--- config.mk ---
export PLATFORM = sky130hd
export DESIGN_NAME = regfile_scb
export DESIGN_NICKNAME = d
export VERILOG_FILES = /design/src/rtl/regfile_pkg.sv /design/src/rtl/regfile_scb_regn.sv /design/src/rtl/regfile_scb.sv
export SDC_FILE = /design/constraint.sdc
export NUM_CORES = 1
export LEC_CHECK = 0
export ABC_AREA = 0
export BUFFER_PORTS_ARGS = -buffer_cell sky130_fd_sc_hd__buf_2
export CAP_MARGIN = 20
export CELL_PAD_IN_SITES_DETAIL_PLACEMENT = 0
export CELL_PAD_IN_SITES_GLOBAL_PLACEMENT = 1
export CORE_MARGIN = 4
export CORE_UTILIZATION = 47
export DETAILED_ROUTE_END_ITERATION = 8
export PLACE_DENSITY = 0.82
export SLEW_MARGIN = 20
export SYNTH_ARGS = -nofsm -noshare
export SYNTH_HDL_FRONTEND = slang
export SYNTH_SLANG_ARGS = --single-unit
export TNS_END_PERCENT = 50
--- constraint.sdc ---
create_clock -name Clk -period 2.2 [get_ports Clk]
set_clock_uncertainty 0.1 [all_clocks]
set_input_delay 0.11 -clock Clk [delete_from_list [all_inputs] [get_ports Clk]]
set_output_delay 0.11 -clock Clk [all_outputs]
set_load 0.02 [all_outputs]
--- src/rtl/regfile_pkg.sv ---
// Shared definitions for the pipelined register file: default sizes, index type
// and the one-hot decoder that builds per-register load/reserve vectors.
package regfile_pkg;

   localparam int DATA_W_DEF = 16;
   localparam int NREG_DEF   = 8;
   localparam int ADDR_W_DEF = $clog2(NREG_DEF);

   // Widest register file the decoder serves; callers truncate to NREG bits.
   localparam int NREG_MAX   = 64;
   localparam int IDX_MAX_W  = $clog2(NREG_MAX);

   typedef logic [ADDR_W_DEF-1:0] reg_idx_t;

   function automatic logic [NREG_MAX-1:0] onehot_dec(input logic [IDX_MAX_W-1:0] idx,
                                                      input logic                 en);
      logic [NREG_MAX-1:0] vec;
      vec = '0;
      if (en) begin
         vec[idx] = 1'b1;
      end
      return vec;
   endfunction

endpackage

--- src/rtl/regfile_scb_regn.sv ---
// One DATA_W-wide architectural register with synchronous active-low reset and load enable.
module regN
   import regfile_pkg::*;
#(
   parameter int DATA_W = DATA_W_DEF
) (
   input  logic              Clk,
   input  logic              Reset,
   input  logic              load,
   input  logic [DATA_W-1:0] d,
   output logic [DATA_W-1:0] q
);

   always_ff @(posedge Clk) begin
      if (!Reset) begin
         q <= '0;
      end else if (load) begin
         q <= d;
      end
   end

endmodule

--- src/rtl/regfile_scb.sv ---
// NREG x DATA_W register file with one write port, two combinational read ports,
// optional write bypass and a busy scoreboard for read-after-write hazard detection.
module regfile_scb
   import regfile_pkg::*;
#(
   parameter int  DATA_W = DATA_W_DEF,
   parameter int  NREG   = NREG_DEF,
   parameter int  BYPASS = 1,
   localparam int ADDR_W = $clog2(NREG)
) (
   input  logic              Clk,
   input  logic              Reset,
   input  logic [ADDR_W-1:0] DR,
   input  logic [DATA_W-1:0] D,
   input  logic              LD_REG,
   input  logic [ADDR_W-1:0] SR1,
   input  logic [ADDR_W-1:0] SR2,
   output logic [DATA_W-1:0] SR1_out,
   output logic [DATA_W-1:0] SR2_out,
   output logic              SR1_busy,
   output logic              SR2_busy,
   input  logic              RSV,
   input  logic [ADDR_W-1:0] RSV_DR,
   output logic              RSV_ERR,
   output logic [NREG-1:0]   busy_vec
);

   logic [NREG-1:0]   load_vec;
   logic [NREG-1:0]   reserve_vec;
   logic [NREG-1:0]   busy_reg;
   logic [NREG-1:0]   busy_next;
   logic              rsv_err_reg;
   logic              rsv_err_next;
   logic [DATA_W-1:0] regs [NREG];

   assign load_vec    = NREG'(onehot_dec(IDX_MAX_W'(DR), LD_REG));
   assign reserve_vec = NREG'(onehot_dec(IDX_MAX_W'(RSV_DR), RSV));

   for (genvar gi = 0; gi < NREG; gi++) begin : g_reg
      regN #(.DATA_W(DATA_W)) u_reg (
         .Clk   (Clk),
         .Reset (Reset),
         .load  (load_vec[gi]),
         .d     (D),
         .q     (regs[gi])
      );
   end

   // Reserve is OR-ed in after the release, so a same-index reserve keeps busy set.
   assign busy_next    = (busy_reg & ~load_vec) | reserve_vec;
   assign rsv_err_next = RSV & busy_reg[RSV_DR];

   always_ff @(posedge Clk) begin
      if (!Reset) begin
         busy_reg    <= '0;
         rsv_err_reg <= 1'b0;
      end else begin
         busy_reg    <= busy_next;
         rsv_err_reg <= rsv_err_next;
      end
   end

   assign busy_vec = busy_reg;
   assign RSV_ERR  = rsv_err_reg;

   logic [ADDR_W-1:0] rd_idx  [2];
   logic [DATA_W-1:0] rd_data [2];
   logic              rd_busy [2];

   assign rd_idx[0] = SR1;
   assign rd_idx[1] = SR2;

   for (genvar gi = 0; gi < 2; gi++) begin : g_rd
      logic hit;
      assign hit = LD_REG && (DR == rd_idx[gi]);
      // The release is visible early on the read port regardless of data bypass.
      assign rd_busy[gi] = busy_reg[rd_idx[gi]] & ~hit;
      if (BYPASS != 0) begin : g_byp
         assign rd_data[gi] = hit ? D : regs[rd_idx[gi]];
      end else begin : g_nobyp
         assign rd_data[gi] = regs[rd_idx[gi]];
      end
   end

   assign SR1_out  = rd_data[0];
   assign SR2_out  = rd_data[1];
   assign SR1_busy = rd_busy[0];
   assign SR2_busy = rd_busy[1];

endmodule

==> results.py <==
metrics = {
    "logic_synthesis": {
        "ys_ff_latch": 137,
        "async_flop_share": 0,
        "yosysTopAreaCell": "dfxtp_1",
        "syn-cell-area_um2": 8110,
        "synth_nets": 824,
        "yosys.cell_types.count": 28,
        "ys_warn_count": 0,
        "synth_edf_count": 0,
        "synthTopCellsByArea": "dfxtp_1 (34%), mux4_1 (20%), nand2_1 (12%)",
        "netlist.area_leader.share": 0.338,
        "synth_seq_area_share": 0.338,
        "syn_inst": 792,
        "syn_avg_cell_area_um2": 10.2,
        "ys.flop_type": "dfxtp_1",
    },
    "die": {
        "die_w_um": 139,
        "die_h_um": 139,
        "std_cell_rows": 47,
        "core_um2": 16800,
        "start_util": 0.484,
        "die_area_um2": 19400,
        "ios": 75,
    },
    "global_route": {
        "gr-total-overflow": 0,
        "antenna_found_initial": 1,
        "grtUsageTotal": 0.242,
        "grt_max_degree": 37,
        "grt_pass1_wl_um": 37000,
        "grt_pass1_vias": 6559,
    },
    "clock_tree": {
        "clockBufferDepth": 2,
        "clock_latency_ns": 0.41,
        "cts.sinks": 137,
        "cts_tree": "done",
        "cts_setup_buffers": 0,
        "path_clk_slew_ns": 0.05,
        "cts_buffers": 17,
        "cts-root-buf": "clkbuf_16",
        "htree_levels": 4,
    },
    "final_layout": {
        "fin_util": 0.568,
        "final_area_um2": 9520,
        "area_growth_pct": 17.5,
        "final_cells": 1095,
        "nets": 898,
        "drive_above_1_share": 0.292,
    },
    "power": {
        "total_power_mw": 5.92,
        "p_leak_nw": 3.79,
        "power_density_nw_per_um2": 622,
        "ir_worst_vdd_mv": 0.563,
    },
    "routing": {
        "wirelength_met1_um": 10100,
        "wl_um": 23700,
        "wire_per_inst_um": 21.7,
        "dr_wl_met2_um": 11400,
        "drtPass1Iterations": 6,
        "vias_per_cell": 6.01,
        "drtIter0Drc": 506,
        "routed.top_layer": "met4",
        "ant_nets": 0,
        "met3_length_um": 1690,
        "drc": 0,
        "vias": 6579,
    },
    "flow_run": {
        "max-cap-violations": 0,
    },
    "critical_path": {
        "crit_arrival_ns": 1.97,
        "cp-end-kind": "output pin",
        "critPathKind": "flip-flop to output pin",
        "critical_path_peak_fanout": 3,
        "cp-start-kind": "flip-flop",
        "required_ns": 1.99,
    },
    "timing": {
        "setup_ws_ns": 0.0246,
        "fin_setup_tns_ns": 0,
        "worstMarginPinSlew_ns": 0.624,
        "relSlewSlack": 0.584,
        "hold_ws_ns": 0.0185,
        "fin_crit_ns": 2.18,
        "max_freq_ghz": 0.460,
        "period_share": 0.989,
        "hold_viol": 0,
        "slew_viol_final": 0,
        "finalSetupViolations": 0,
        "grt_setup_unrepaired": "true",
    },
    "placement": {
        "port-buffer-count": 74,
        "placed_cells_incl_taps": 1046,
        "place_congestion": 0.821,
        "dp_hpwl_um": 16100,
        "place_area_um2": 8850,
        "dp_slack_ns": 0.229,
    },
    "status": {
        "status": "finished clean",
    },
    "hold_path": {
        "min_path_type": "input port to flip-flop",
    },
}
synthesized netlist by cell type (4+ instances only):
cell and instances:
a21boi_0 105, a21boi_1 24, a32oi_1 4, buf_2 11, buf_6 12, clkbuf_1 59, dfxtp_1 137, mux2_2 56
mux2_4 10, mux4_1 62, mux4_2 8, nand2_1 258, nor2b_1 10, xnor2_1 6
path summary, 6_finish.rpt:
path / startpoint / end / slack, ns / cells past startpoint
worst min register to register: g_reg[6].u_reg.q[10] / g_reg[6].u_reg.q[10] / 0.36 / 2
worst max-delay path: g_reg[2].u_reg.q[5] / SR2_out[5] / 0.02 / 4
worst max register to register: busy_vec[4] / RSV_ERR / 0.41 / 4
worst min-delay path: RSV_DR[1] / busy_vec[6] / 0.02 / 3
power breakdown:
group | internal (mW) | switching (mW)
combinational | 0.369 | 0.425
sequential | 2.54 | 0.0436
clock | 1.55 | 0.999
worst max-delay path, stage by stage, from the launching register on:
cell	delay, ns
dfxtp_1	0.33
mux4_1	0.51
mux2_2	0.27
mux2_2	0.28
buf_2	0.16
state kept, by name, summed over array words and instances, names as in the netlist:
signal     cells
g.u_reg.q    128
busy_vec       8
RSV_ERR        1
timing repair:
| item | 4_1_cts | 5_1_grt |
|---|---|---|
| gates cloned | 0 | 0 |
| hold buffers | 21 | 0 |
| setup endpoints to repair | 3 | 21 |
| resized for setup | 3 | 36 |
| hold endpoints to repair | 134 | 0 |
routing by layer:
layer	vias up	track usage
li1	2969	-
met1	3294	0.322
met2	270	0.397
met3	46	0.0484
met4	0	0.0814
met5	-	0
placed cells by master, fill, tap and decap left out, types with 4 or more instances in the layout:
master	Yosys	layout
dfxtp_2	0	6
clkbuf_8	0	5
dfxtp_1	137	131
mux2_2	56	54
clkinv_2	0	4
mux4_2	8	32
dlygate4sd3_1	0	21
buf_12	0	12
nor2b_1	10	10
a21boi_0	105	105
buf_2	11	67
mux2_4	10	12
a32oi_1	4	4
mux4_1	62	38
a21boi_1	24	24
nand2_1	258	258
clkbuf_16	0	17
xnor2_1	6	6
buf_4	3	40
cells by family after synthesis:
kind of cell | Yosys count | share of synthesized area
compound gates | 136 | 0.127
flops | 137 | 0.338
simple gates | 291 | 0.154
mux | 137 | 0.321
xor+xnor | 6 | 0.00648
buf+inv | 85 | 0.0536
layout make-up:
type	count	area, um^2
Fill cell	1478	7240
Multi-Input combinational cell	570	4890
Sequential cell	137	2750
Timing Repair Buffer	140	1090
Clock buffer	23	498
Tap cell	220	275
Clock inverter	4	20.0
Antenna cell	1	2.50
Power figures use the tool's default switching activity.
